$ cat config.mk
export PLATFORM = sky130hd
export DESIGN_NAME = iob_post_fifo
export DESIGN_NICKNAME = d
export VERILOG_FILES = /design/src/rtl/iob_post_fifo.sv
export SDC_FILE = /design/constraint.sdc
export NUM_CORES = 1
export LEC_CHECK = 0
export ABC_AREA = 1
export CAP_MARGIN = 20
export CORE_ASPECT_RATIO = 1.75
export CORE_MARGIN = 2
export CORE_UTILIZATION = 48
export DETAILED_ROUTE_END_ITERATION = 7
export GPL_ROUTABILITY_DRIVEN = 0
export PLACE_DENSITY = 0.8
export SYNTH_ARGS = -nofsm -noshare
export SYNTH_HDL_FRONTEND = slang
export SYNTH_SLANG_ARGS = --single-unit
$ cat constraint.sdc
create_clock -name FCLK -period 3.3 [get_ports FCLK]
set_input_delay 0.66 -clock FCLK [delete_from_list [all_inputs] [get_ports FCLK]]
set_output_delay 0.66 -clock FCLK [all_outputs]
set_load 0.01 [all_outputs]
$ cat src/rtl/iob_post_fifo.sv
// Posted-write / ordered-request buffer between FSB slave termination and the IOB master; optional tail merge under IOB_WR_MERGE_EN.
// Latency: push to iob_req in 1 cycle; back-to-back issue with no idle cycles; np_done 1 cycle after iob_ack.
// Backpressure: req_ready drops when full or while a non-posted request is outstanding (a merging posted write bypasses full).
module iob_post_fifo #(
    parameter int DEPTH = 2,
    parameter int AW    = 23,
    parameter int DW    = 16,
    localparam int PW   = $clog2(DEPTH)
) (
    input  logic          FCLK,
    input  logic          nRES,
    input  logic          req_valid,
    input  logic          req_write,
    input  logic          req_posted,
    input  logic [AW-1:0] req_addr,
    input  logic [DW-1:0] req_data,
    input  logic [1:0]    req_be,
    output logic          req_ready,
    output logic          np_done,
    output logic [DW-1:0] np_rdata,
    output logic          np_berr,
    output logic          iob_req,
    output logic          iob_write,
    output logic [AW-1:0] iob_addr,
    output logic [DW-1:0] iob_data,
    output logic [1:0]    iob_be,
    input  logic          iob_ack,
    input  logic          iob_berr,
    input  logic [DW-1:0] iob_rdata,
    output logic [PW:0]   count,
    output logic          full,
    output logic          empty,
    output logic          pw_berr
);

    localparam logic [0:0]  S_IDLE  = 1'b0;
    localparam logic [0:0]  S_BUSY  = 1'b1;
    localparam logic [PW:0] L_DEPTH = (PW+1)'(DEPTH);

    logic          r_mem_write  [DEPTH];
    logic          r_mem_posted [DEPTH];
    logic [AW-1:0] r_mem_addr   [DEPTH];
    logic [DW-1:0] r_mem_data   [DEPTH];
    logic [1:0]    r_mem_be     [DEPTH];

    logic [PW-1:0] r_wr_ptr;
    logic [PW-1:0] r_rd_ptr;
    logic [PW:0]   r_count;
    logic [0:0]    r_state;
    logic          r_np_pending;
    logic          r_pw_berr;
    logic          r_np_done;
    logic          r_np_berr;
    logic [DW-1:0] r_np_rdata;

    logic          w_full;
    logic          w_empty;
    logic          w_np_req;
    logic          w_push;
    logic          w_pop;
    logic          w_head_posted;
    logic [PW:0]   w_count_nxt;

    assign w_full        = (r_count == L_DEPTH);
    assign w_empty       = (r_count == '0);
    assign w_np_req      = !req_write || !req_posted;
    assign w_pop         = (r_state == S_BUSY) && iob_ack;
    assign w_head_posted = r_mem_posted[r_rd_ptr];

`ifdef IOB_WR_MERGE_EN
    logic [PW-1:0] w_tail_ptr;
    logic          w_merge_hit;
    logic          w_merge;

    assign w_tail_ptr  = r_wr_ptr - PW'(1);
    // The head being presented to the IOB master must stay stable, so it never absorbs a merge.
    assign w_merge_hit = req_valid && req_write && req_posted && !w_empty
                      && r_mem_write[w_tail_ptr] && r_mem_posted[w_tail_ptr]
                      && (r_mem_addr[w_tail_ptr] == req_addr)
                      && !((r_state == S_BUSY) && (w_tail_ptr == r_rd_ptr));
    assign req_ready   = req_valid && !r_np_pending && (!w_full || w_merge_hit);
    assign w_push      = req_ready && !w_merge_hit;
    assign w_merge     = req_ready && w_merge_hit;
`else
    assign req_ready   = req_valid && !r_np_pending && !w_full;
    assign w_push      = req_ready;
`endif

    always_comb begin
        w_count_nxt = r_count;
        case ({w_push, w_pop})
            2'b10:   w_count_nxt = r_count + (PW+1)'(1);
            2'b01:   w_count_nxt = r_count - (PW+1)'(1);
            default: w_count_nxt = r_count;
        endcase
    end

    always_ff @(posedge FCLK) begin
        if (!nRES) begin
            for (int i = 0; i < DEPTH; i++) begin
                r_mem_write[i]  <= 1'b0;
                r_mem_posted[i] <= 1'b0;
                r_mem_addr[i]   <= '0;
                r_mem_data[i]   <= '0;
                r_mem_be[i]     <= '0;
            end
        end else if (w_push) begin
            r_mem_write[r_wr_ptr]  <= req_write;
            r_mem_posted[r_wr_ptr] <= req_write && req_posted;
            r_mem_addr[r_wr_ptr]   <= req_addr;
            r_mem_data[r_wr_ptr]   <= req_data;
            r_mem_be[r_wr_ptr]     <= req_be;
        end
`ifdef IOB_WR_MERGE_EN
        else if (w_merge) begin
            r_mem_be[w_tail_ptr] <= r_mem_be[w_tail_ptr] | req_be;
            if (req_be[0]) r_mem_data[w_tail_ptr][DW/2-1:0]  <= req_data[DW/2-1:0];
            if (req_be[1]) r_mem_data[w_tail_ptr][DW-1:DW/2] <= req_data[DW-1:DW/2];
        end
`endif
    end

    always_ff @(posedge FCLK) begin
        if (!nRES) begin
            r_wr_ptr     <= '0;
            r_rd_ptr     <= '0;
            r_count      <= '0;
            r_state      <= S_IDLE;
            r_np_pending <= 1'b0;
            r_pw_berr    <= 1'b0;
            r_np_done    <= 1'b0;
            r_np_berr    <= 1'b0;
            r_np_rdata   <= '0;
        end else begin
            r_np_done <= 1'b0;
            r_count   <= w_count_nxt;
            if (w_push) r_wr_ptr <= r_wr_ptr + PW'(1);
            if (w_pop)  r_rd_ptr <= r_rd_ptr + PW'(1);
            if (w_push && w_np_req) r_np_pending <= 1'b1;

            if (w_pop) begin
                if (!w_head_posted) begin
                    r_np_done    <= 1'b1;
                    r_np_rdata   <= iob_rdata;
                    r_np_berr    <= iob_berr;
                    r_np_pending <= 1'b0;
                end else if (iob_berr) begin
                    r_pw_berr <= 1'b1;
                end
            end

            // Entering BUSY on the push itself gives the 1-cycle push-to-request latency.
            case (r_state)
                S_IDLE:  if (!w_empty || w_push) r_state <= S_BUSY;
                S_BUSY:  if (w_pop && (w_count_nxt == '0)) r_state <= S_IDLE;
                default: r_state <= S_IDLE;
            endcase
        end
    end

    assign iob_req   = (r_state == S_BUSY);
    assign iob_write = r_mem_write[r_rd_ptr];
    assign iob_addr  = r_mem_addr[r_rd_ptr];
    assign iob_data  = r_mem_data[r_rd_ptr];
    assign iob_be    = r_mem_be[r_rd_ptr];

    assign np_done   = r_np_done;
    assign np_rdata  = r_np_rdata;
    assign np_berr   = r_np_berr;
    assign count     = r_count;
    assign full      = w_full;
    assign empty     = w_empty;
    assign pw_berr   = r_pw_berr;

endmodule

# [Yosys cells after proc, flatten, opt, wreduce, memory -nomap -nowiden]
# Memory sizes are Yosys's and may differ from the RTL's. A register that Yosys moved wholly into a read port is not among the register bits.
# Index checks and enable logic that the tools add are counted.
[word_totals] reg_bits=25 in_bits=64 ram_bits=86 memories=5 out_inout_bits=67
[mem_list] name="r_mem_addr" depth=2 word_bits=23 read_ports=1 rd_clocked_by_memory_dff=1 write_ports=2 line="42" source="logic [AW-1:0] r_mem_addr [DEPTH];"
[mem_list] name="r_mem_data" depth=2 word_bits=16 read_ports=1 rd_clocked_by_memory_dff=1 write_ports=2 line="43" source="logic [DW-1:0] r_mem_data [DEPTH];"
[mem_list] name="r_mem_be" depth=2 word_bits=2 read_ports=1 rd_clocked_by_memory_dff=1 write_ports=2 line="44" source="logic [1:0] r_mem_be [DEPTH];"
[mem_list] name="r_mem_posted" depth=2 word_bits=1 read_ports=1 rd_clocked_by_memory_dff=1 write_ports=2 line="41" source="logic r_mem_posted [DEPTH];"
[mem_list] name="r_mem_write" depth=2 word_bits=1 read_ports=1 rd_clocked_by_memory_dff=1 write_ports=2 line="40" source="logic r_mem_write [DEPTH];"
[op_classes] n_eq_ne=3 mux=37 n_reduce_logical=23 bitwise_logic=2 add_sub_neg=4
[op_table] operator="two-way mux 1 bit" count=32
[op_table] operator="two-way mux 23 bit" count=1
[op_table] operator="OR reduction 23 bit" count=1
[op_table] operator="two-way mux 16 bit" count=1
[op_table] operator="OR reduction 16 bit" count=1
[op_table] operator="logical AND 1 bit" count=6
[op_table] operator="zero test 1 bit" count=5
[op_table] operator="== test 2 bit, second input constant" count=2
[op_table] operator="zero test 2 bit" count=2
[op_table] operator="one-hot mux 2 bit (2 select lines)" count=1
[op_table] operator="AND reduction 2 bit" count=2
[op_table] operator="AND reduction 3 bit" count=1
[op_table] operator="adder 1 bit, second input constant" count=2
[op_table] operator="adder 2 x 1 -> 2 bit, second input constant" count=1
[op_table] operator="== test 2 x 1 -> 1 bit, second input constant" count=1
[op_table] operator="logical OR 1 bit" count=2
[op_table] operator="two-way mux 2 bit" count=1
[op_table] operator="NOT 1 bit" count=2
[op_table] operator="one-hot mux 1 bit (2 select lines)" count=1
[op_table] operator="OR reduction 1 bit" count=2
[op_table] operator="OR reduction 2 bit" count=1
[op_table] operator="subtractor 2 x 1 -> 2 bit, second input constant" count=1

# [Longest topological paths before layout]
# Gate-level depths: netlist of run 1.
[logic_depth] ltp_word=9 depth_mapped=12 depth_no_buf=12

# [Worst setup path after synthesis of run 1]
# OpenSTA, ideal clock, no wires.
[synth_path] path_kind="input -> register" startpoint="in req_valid" endpoint="mem r_mem_addr[1][0], enable pin" setup_ps=399 n_path_buf=1 t_arrival_ps=2077 path_slack_ps=824 required_time_ps=2901 cell_stages=7 path_cell_list="nand2_1 inv_1 nand2_4 nor2_4 inv_2 buf_6 nand2_1"
[synth_lines] item="from (decl)" line="12" source="input logic req_valid,"
[synth_lines] item="to (decl)" line="42"

# [Worst setup path after layout of run 1]
[layout_path] startpoint="in req_valid" endpoint="out req_ready"
[layout_via] elab_chain_len=2
[layout_rtl] item="logical AND 1 bit (2 in series)" line="85" source="assign req_ready = req_valid && !r_np_pending && !w_full;"
[layout_rtl] item="to (decl)" line="18" source="output logic req_ready,"
# No other way between the ends.

==> results of run 1 <==
Yosys cell counts, drive strengths merged:
| cell type | number | area [um^2] |
|---|---|---|
| buf | 15 | 138 |
| o21ai | 3 | 15.0 |
| dfxtp | 30 | 601 |
| nand2 | 188 | 726 |
| nand4 | 1 | 6.26 |
| clkbuf | 7 | 26.3 |
| a21oi | 4 | 20.0 |
| inv | 56 | 210 |
| ha | 1 | 12.5 |
| a31oi | 1 | 6.26 |
| nand3 | 24 | 133 |
| xor2 | 1 | 8.76 |
| edfxtp | 82 | 2460 |
| nor2 | 90 | 369 |
| nor3 | 1 | 5.00 |
power breakdown:
part / switching, mW / total (mW) / internal [mW] / leakage, nW
clock: 0.454 / 1.12 / 0.663 / 0.154
combinational: 0.457 / 0.874 / 0.417 / 1.62
sequential: 0.0584 / 1.74 / 1.68 / 1.11
worst max-delay path by stage:
stage,to,slack [ns]
4_1_cts,iob_addr[18],0.61
5_1_grt,iob_data[8],0.46
6_report,req_ready,0.61
3_5_place_dp,req_ready,0.63
2_1_floorplan,r_mem_addr[1][0],0.82
3_3_place_gp,req_ready,0.65
per-stage QoR:
stage | cell area [um^2] | hold slack [ns]
3_3_place_gp | 6080 | 0.457
6_report | 6390 | 0.469
4_1_cts | 6390 | 0.472
3_5_place_dp | 6080 | 0.464
2_1_floorplan | 4740 | 0.431
5_1_grt | 6390 | 0.498
metal layers:
metal / up-vias / global-route usage (%) / share of wire, %
li1: 1814 / - / -
met1: 1699 / 20.6 / 37
met2: 127 / 38.1 / 56
met3: 18 / 4.33 / 5.4
met4: 0 / 8.62 / 2.3
met5: - / 0 / 0
critical path, cell delays in order:
cell and delay [ns]:
clkdlybuf4s50_1 0.46, nand2_1 0.05, inv_1 0.09, nand2_4 0.09
inv_1 0.12, clkdlybuf4s50_1 0.56
state kept, by name (all words and copies together), names as in the netlist, named ones only:
| signal | count |
|---|---|
| r_wr_ptr | 1 |
| r_rd_ptr | 1 |
| np_rdata | 16 |
| np_berr | 1 |
| count | 2 |
| r_mem_be | 4 |
| r_np_pending | 1 |
| r_mem_data | 32 |
| r_mem_addr | 46 |
| r_mem_write | 2 |
| np_done | 1 |
| r_mem_posted | 2 |
| pw_berr | 1 |
| iob_req | 1 |
logic make-up after synthesis:
logic type | share of synthesized area, %
adder cells (fa/ha/maj) | 0.264
flip-flops | 64.6
AND/OR/NAND/NOR | 26.1
AO/OA/AOI/OAI | 0.871
XOR/XNOR | 0.185
buffers and inverters | 7.90
final cells by class:
type	instances	area share, %
Clock buffer	10	3.58
Clock inverter	6	1.29
Inverter	56	3.29
Multi-Input combinational cell	314	20.4
Sequential cell	112	47.9
Tap cell	125	2.45
Timing Repair Buffer	136	21.1
==> results_dict.tcl, run 1 <==
set metrics [dict create \
    status "finished, final reports clean" \
    grt_pass1_wl_mm 16.7 \
    drc_errors 0 \
    r2r_cells 6 \
    portBuffers 130 \
    final_cells 759 \
    row_count 48 \
    synthDistinctLibCells 25 \
    required_ns 2.64 \
    drt-initial-drc-count 207 \
    clock_latency_ns 0.33 \
    cts_hold_buf 0 \
    cts_resized 0 \
    drv_cap 0 \
    start_util_pct 48.7 \
    period_needed_ns 2.69 \
    vdd_ir_drop_max_v 0.000376 \
    setup_tns_ns 0 \
    cts.sinks 112 \
    detailedPlace.worstSlack_ns 0.626 \
    r2r_slack_ns 1.40 \
    fp.dieW_um 79.1 \
    grt.overflow.total 0 \
    drtPass1Iterations 4 \
    dp_hpwl_mm 7.08 \
    vias 3658 \
    fin_nets 694 \
    h-tree-depth 3 \
    syn-num-nets 569 \
    holdPathStages 2 \
    setup_violations 0 \
    setup.worst_path.start_class "input pin" \
    ios 131 \
    path_max_fanout 5 \
    path_class "in -> out" \
    die_y_um 135 \
    syn_area_um2 4740 \
    power.leakage_nw 2.89 \
    timing.rr.end "r_mem_addr[1][12]" \
    hp-class "reg -> reg" \
    wl_per_cell_um 13.6 \
    ys_warn_count 0 \
    dp_cells 743 \
    max_slew_margin_pct 49.2 \
    regArea_um2 3060 \
    synth_seq_cells 112 \
    syn_to_final_growth_pct 35.0 \
    path_clk_slew_ns 0.07 \
    drv_slew 0 \
    final_common_cell "nand2_1" \
    post_route_cells_drive_above_1_share_pct 5.36 \
    core_um2 9730 \
    total_power_mw 3.73 \
    grt_pass1_vias 3718 \
    rsz0062_at_grt "false" \
    whs_endpoint "np_rdata[6]" \
    drt-total-wl_mm 10.3 \
    tritoncts "built" \
    worst_pin_slew_ns 0.763 \
    root_buffer "clkbuf_16" \
    post_cts_buffers 0 \
    power.density_nw_per_um2 584 \
    skew_ns 0.00468 \
    arrival_ns 2.03 \
    cts_buffers 9 \
    hp-start "np_rdata[6]" \
    antenna_found_initial 0 \
    multi_input_area_um2 1310 \
    startpoint "req_valid" \
    utilization_pct 65.7 \
    detail-route-antenna-nets 0 \
    avgSynthCellArea_um2 9.40 \
    fin_crit_sh_pct 81.6 \
    max_freq_mhz 372 \
    fin_ws_ns 0.609 \
    num_antenna_cells 0 \
    fp.dieArea_um2 10700 \
    final_hold_viol_count 0 \
    netlist_instances 504 \
    grtUsageTotal_pct 20.1 \
    reg2reg_from "count[1]" \
    vias_per_cell 4.82 \
    critPathCaptureType "output pin" \
    cts.path.max_buffers 2 \
    n_fill_cell 766 \
    layout_common_cells "nand2_1, clkdlybuf4s50_1, nor2_1" \
    grt_max_degree 44 \
    yosysSeqAreaShare_pct 64.6 \
]
Note: power is estimated with default switching activity, not from simulation.
==> run 2: changes to the inputs <==
- clock period: 3.3 -> 2.55 ns (I/O delays scaled with it)
==> results_dict.tcl, run 2 (same netlist as run 1, synthesis figures left out) <==
set metrics [dict create \
    status "finished, final reports clean" \
    portBuffers 130 \
    p_switching_mw 1.24 \
    h-tree-depth 3 \
    cts.sinks 112 \
    hold_ws_ns 0.471 \
    drtPass1Iterations 5 \
    timing.rr.end "r_mem_data[0][6]" \
    dp_hpwl_mm 7.26 \
    post_cts_buffers 0 \
    vias 3698 \
    final_common_cell "nand2_1" \
    skew_ns 0.00621 \
    drt-total-wl_mm 10.4 \
    die_y_um 135 \
    start_util_pct 48.7 \
    post_route_cells_drive_above_1_share_pct 5.64 \
    arrival_ns 1.86 \
    cts_buffers 9 \
    vdd_ir_drop_max_v 0.000489 \
    hp-start "r_mem_write[0]" \
    top_register "r_mem_addr" \
    vias_per_cell 4.85 \
    dpl_cell_area_um2 6130 \
    power_frac_clock_pct 26.2 \
    r2r_slack_ns 0.87 \
    reg2reg_from "count[0]" \
    antenna_found_initial 0 \
    fin_crit_sh_pct 93.0 \
    path_class "in -> out" \
    layout_common_cells "nand2_1, clkdlybuf4s50_1, nor2_1" \
    combPwrFrac_pct 25.0 \
    root_buffer "clkbuf_16" \
    drv_cap 0 \
    power.density_nw_per_um2 725 \
    period_needed_ns 2.37 \
    detail-route-antenna-nets 0 \
    pwr-share-seq_pct 48.8 \
    whs_endpoint "r_mem_write[0]" \
    clock_latency_ns 0.33 \
    grt_max_degree 43 \
    ios 131 \
    grt.overflow.total 0 \
    wl_per_cell_um 13.6 \
    drc_errors 0 \
    final_hold_viol_count 0 \
    row_count 48 \
    worst_pin_slew_ns 0.486 \
    path_max_fanout 5 \
    drv_slew 0 \
    power.leakage_nw 2.88 \
    grtUsageTotal_pct 20.2 \
    setup_violations 0 \
    hp-class "reg -> reg" \
    max_freq_mhz 422 \
    utilization_pct 65.6 \
    core_um2 9730 \
    fin_nets 698 \
    setup.worst_path.start_class "input pin" \
    r2r_cells 7 \
    grt_pass1_vias 3797 \
    critPathCaptureType "output pin" \
    path_clk_slew_ns 0.07 \
    n_fill_cell 808 \
    cts.path.max_buffers 2 \
    fp.dieW_um 79.1 \
    drt-initial-drc-count 219 \
    fin_area_um2 6380 \
    setup_tns_ns 0 \
    largest_reg_flops 46 \
    internal_power_mw 3.38 \
    max_slew_margin_pct 67.6 \
    syn_to_final_growth_pct 34.7 \
    rsz0062_at_grt "false" \
    tritoncts "built" \
    cts_hold_buf 0 \
    holdPathStages 2 \
    required_ns 2.04 \
    fp.dieArea_um2 10700 \
    sw_frac_of_total_pct 26.8 \
    grt_pass1_wl_mm 16.8 \
    cts_resized 0 \
    total_power_mw 4.62 \
    num_antenna_cells 0 \
]
-- run 2: layout make-up --
type | instances | area (um^2) | share of cell area, %
Sequential cell | 112 | 3060 | 48.0
Timing Repair Buffer | 140 | 1390 | 21.8
Multi-Input combinational cell | 314 | 1310 | 20.5
Clock buffer | 10 | 229 | 3.59
Inverter | 56 | 210 | 3.29
Tap cell | 125 | 156 | 2.45
Clock inverter | 6 | 26.3 | 0.412
-- run 2: worst max path at each step --
| stage | end | startpoint | depth (start not counted) | slack (ns) |
|---|---|---|---|---|
| floorplan | r_mem_addr[1][0] | req_valid | 7 | 0.22 |
| global placement | req_ready | req_valid | 6 | 0.19 |
| detailed placement | req_ready | req_valid | 6 | 0.18 |
| CTS | iob_data[8] | flop | 5 | 0.15 |
| global route | iob_data[3] | flop | 5 | 0.08 |
| finish | req_ready | req_valid | 6 | 0.18 |
-- run 2: per-layer routing --
layer	up-vias	track usage (%)	share of wire [%]	wire length, um
li1	1820	-	-	-
met1	1723	20.7	36	3760
met2	139	38.6	56	5850
met3	16	4.80	5.9	616
met4	0	8.05	1.9	196
met5	-	0	0	0
-- run 2: critical path, cell delays in order --
cell and delay [ns]:
clkdlybuf4s50_1 0.46, nand2_1 0.05, inv_1 0.08, nand2_4 0.09
inv_1 0.12, clkdlybuf4s50_1 0.56
-- run 2: power by group through the flow --
| stage | clock, mW | combinational, mW | sequential [mW] |
|---|---|---|---|
| final | 1.21 | 1.15 | 2.26 |
| after global routing | 1.30 | 1.27 | 2.28 |
| after CTS | 1.24 | 1.17 | 2.26 |
| after detailed placement | 0 | 1.16 | 2.30 |
| after global placement | 0 | 1.14 | 2.28 |
| after floorplan | 0 | 0.545 | 2.30 |
-- run 2: metrics by stage --
| stage | instances | worst slack (ns) |
|---|---|---|
| 2_1_floorplan | 504 | 0.224 |
| 3_3_place_gp | 747 | 0.188 |
| 3_5_place_dp | 747 | 0.184 |
| 4_1_cts | 763 | 0.153 |
| 5_1_grt | 763 | 0.0760 |
| 6_report | 763 | 0.178 |
==> run 3: changes to the inputs <==
- SLEW_MARGIN: not set -> 20
==> results of run 3 <==
The final DEF is identical to that of run 2; final timing and power are the same.
==> variant: new RTL, config.mk and constraints of run 2 <==
Add a define of `IOB_WR_MERGE_EN`.
--- a/src/rtl/iob_post_fifo.sv
+++ b/src/rtl/iob_post_fifo.sv
@@ -3,2 +3,4 @@
 // Backpressure: req_ready drops when full or while a non-posted request is outstanding (a merging posted write bypasses full).
+`define IOB_WR_MERGE_EN
+
 module iob_post_fifo #(
Formal check against the unedited RTL: not equivalent (a bounded check fails within 4 cycles, from zero or initial values).
==> variant against run 2 <==
The flow now finishes with violations (setup timing); non-clock buffer count rose by 73; synthesized area rose by 22%; routed wire length rose by 56%; critical path depth rose by 12; final area rose by 30%; sequential cell count did not move; setup slack got worse by 0.23 ns; die area rose by 21%; largest cell class unchanged.
Power is not compared: it rests on default switching activity, and its combinational part moved more than twofold at a synthesized area within 25%.
==> variant: results (changes against run 2) <==
[detailed_routing]
wl_met1_um=5530  ; was 3760 µm
drt_iter0_drc=265  ; was 219
vias_per_cell=5.12  ; was 4.85
routed_wl_um=16300  ; was 10400 µm
drt_pass1_iterations=6  ; was 5
wl_met2_um=9280  ; was 5850 µm
wl_met3_um=821  ; was 616 µm

[final_layout]
nClkBuffers=9  ; was 10
area_delta_synth_final_pct=43.5  ; was 34.7%
seq_area_mm2=0.00307  ; was 0.00306 mm²
drive_above_1_share_pct=15.2  ; was 5.64%
fillers=919  ; was 808
finalNetCount=1021  ; was 698
layout.nonclk_buf_share_pct=25.1  ; was 21.8%
seq_cells=112  ; unchanged
num-multi-input-gates=549  ; was 314
buffers=213  ; was 140
clock_cell_area_share_pct=3.34  ; was 4.00%
inverters_excl_clock=71  ; was 56
multi_input_area_share_pct=29.3  ; was 20.5%

[worst_setup_path]
worstReg2RegStart=r_wr_ptr  ; was count[0]
reg2regPathDepth=18  ; was 7
critPathMaxStageDelay_ns=0.42  ; was 0.56 ns
reg2reg_to=iob_req  ; was r_mem_data[0][6]
cp_slowest_cell=dfxtp_4  ; was clkdlybuf4s50_1
worst-path-max-fanout=9  ; was 5
cp.arrival_ns=2.89  ; was 1.86 ns
crit_family=simple AND/OR/NAND/NOR gates  ; was buffers and inverters

[cts]
clock_latency_ns=0.35  ; was 0.33 ns
clk_pin_slew_ns=0.08

[logic_synthesis]
synth_compound_area_share_pct=2.59  ; was 0.871%
synthAdderAreaFrac_pct=0.216  ; was 0.264%
synthMuxAreaShare_pct=0.345  ; was 0%
synth_area_leaders=edfxtp_1 42%, nand2_1 21%, dfxtp_1 10%  ; was edfxtp_1 52%, nand2_1 15%, dfxtp_1 13%
syn_area_mm2=0.00580  ; was 0.00474 mm²
yosysSeqAreaShare_pct=52.8  ; was 64.6%
synth_commonest_cells=327 x nand2_1, 115 x nor2_1, 82 x edfxtp_1  ; was 184 x nand2_1, 87 x nor2_1, 82 x edfxtp_1
synth_cell_types=32  ; was 25
syn_inst=758  ; was 504
postSynthNetCount=823  ; was 569
synthXorXnorAreaFrac_pct=0.302  ; was 0.185%

[global_route]
grtUsageMet3_pct=4.76  ; was 4.80%
grtUsageTotal_pct=24.6  ; was 20.2%
grt_max_degree=34  ; was 43
gr-usage-met1_pct=24.0  ; was 20.7%
met2_usage_pct=47.8  ; was 38.6%
grt_pass1_wl_um=24700  ; was 16800 µm

[timing]
skew_ns=0.00808  ; was 0.00621 ns
setup_ws_ns=-0.0572  ; was 0.178 ns
finalSetupViolCount=1  ; was 0
hold_slack_ns=0.464  ; was 0.471 ns
maxSlewHeadroom_pct=74.2  ; was 67.6%

[place]
place_hpwl_um=11600  ; was 7260 µm
portBuffers=130  ; unchanged
dpl_cell_area_mm2=0.00779  ; was 0.00613 mm²

[run_status]
violations=setup timing
status=complete, but fails checks  ; was finished, final reports clean

[min_path]
whs_endpoint=r_np_pending  ; was r_mem_write[0]

[pwr]
leakage_nw=3.94

[variant: cell types whose count changed in the layout (fill, tap and decap cells not counted), moves of 5 or more]
cell	delta
nand2_1	+133
nand3_1	+31
inv_1	+13
buf_4	+59
nor2_1	+22
o21ai_0	+8
buf_12	+7
nor2_2	+6
nand3_2	+7
buf_6	+5
nand2_2	+10
[variant: worst max-delay path by stage]
stage	startpoint	slack [ns]	depth (start not counted)	end
floorplan	r_wr_ptr	0.008	16	r_mem_addr[0][0]
global placement	req_posted	-0.48	12	req_ready
detailed placement	req_valid	-0.48	12	req_ready
CTS	req_valid	0.002	15	iob_req
global route	r_wr_ptr	-0.21	18	iob_req
finish	r_wr_ptr	-0.06	18	iob_req
[variant: what timing repair did]
item | in CTS | in global routing
pin swaps | 5 | 17
setup endpoints to repair | 65 | 93
cloned | 0 | 2
resized for setup | 21 | 32
setup buffers | 2 | 4
[variant: worst register-to-register path: cells and delay by family, from the launching register on]
kind / cells / cell delay (ns)
xor gates and xnor gates: 1 / 0.20
and+or+nand+nor: 9 / 0.94
adders and majority gates: 1 / 0.21
AOI/OAI and AO/OA: 4 / 0.43
DFF: 1 / 0.42
buffers and inverters: 3 / 0.33
[variant: per-stage QoR]
stage	setup WS (ns)	power, W	TNS [ns]
after global routing	-0.211	0.00638	-4.26
after global placement	-0.479	0.00456	-38.06
final	-0.0572	0.00608	-0.0572
after floorplan	0.00800	0.00347	0
after CTS	0.00177	0.00595	0
after detailed placement	-0.477	0.00459	-41.47
[variant: power breakdown]
| part | switching (W) | internal [W] | total, W |
|---|---|---|---|
| combinational | 0.00126 | 0.00111 | 0.00237 |
| sequential | 0.000129 | 0.00223 | 0.00236 |
| clock | 0.000676 | 0.000672 | 0.00135 |
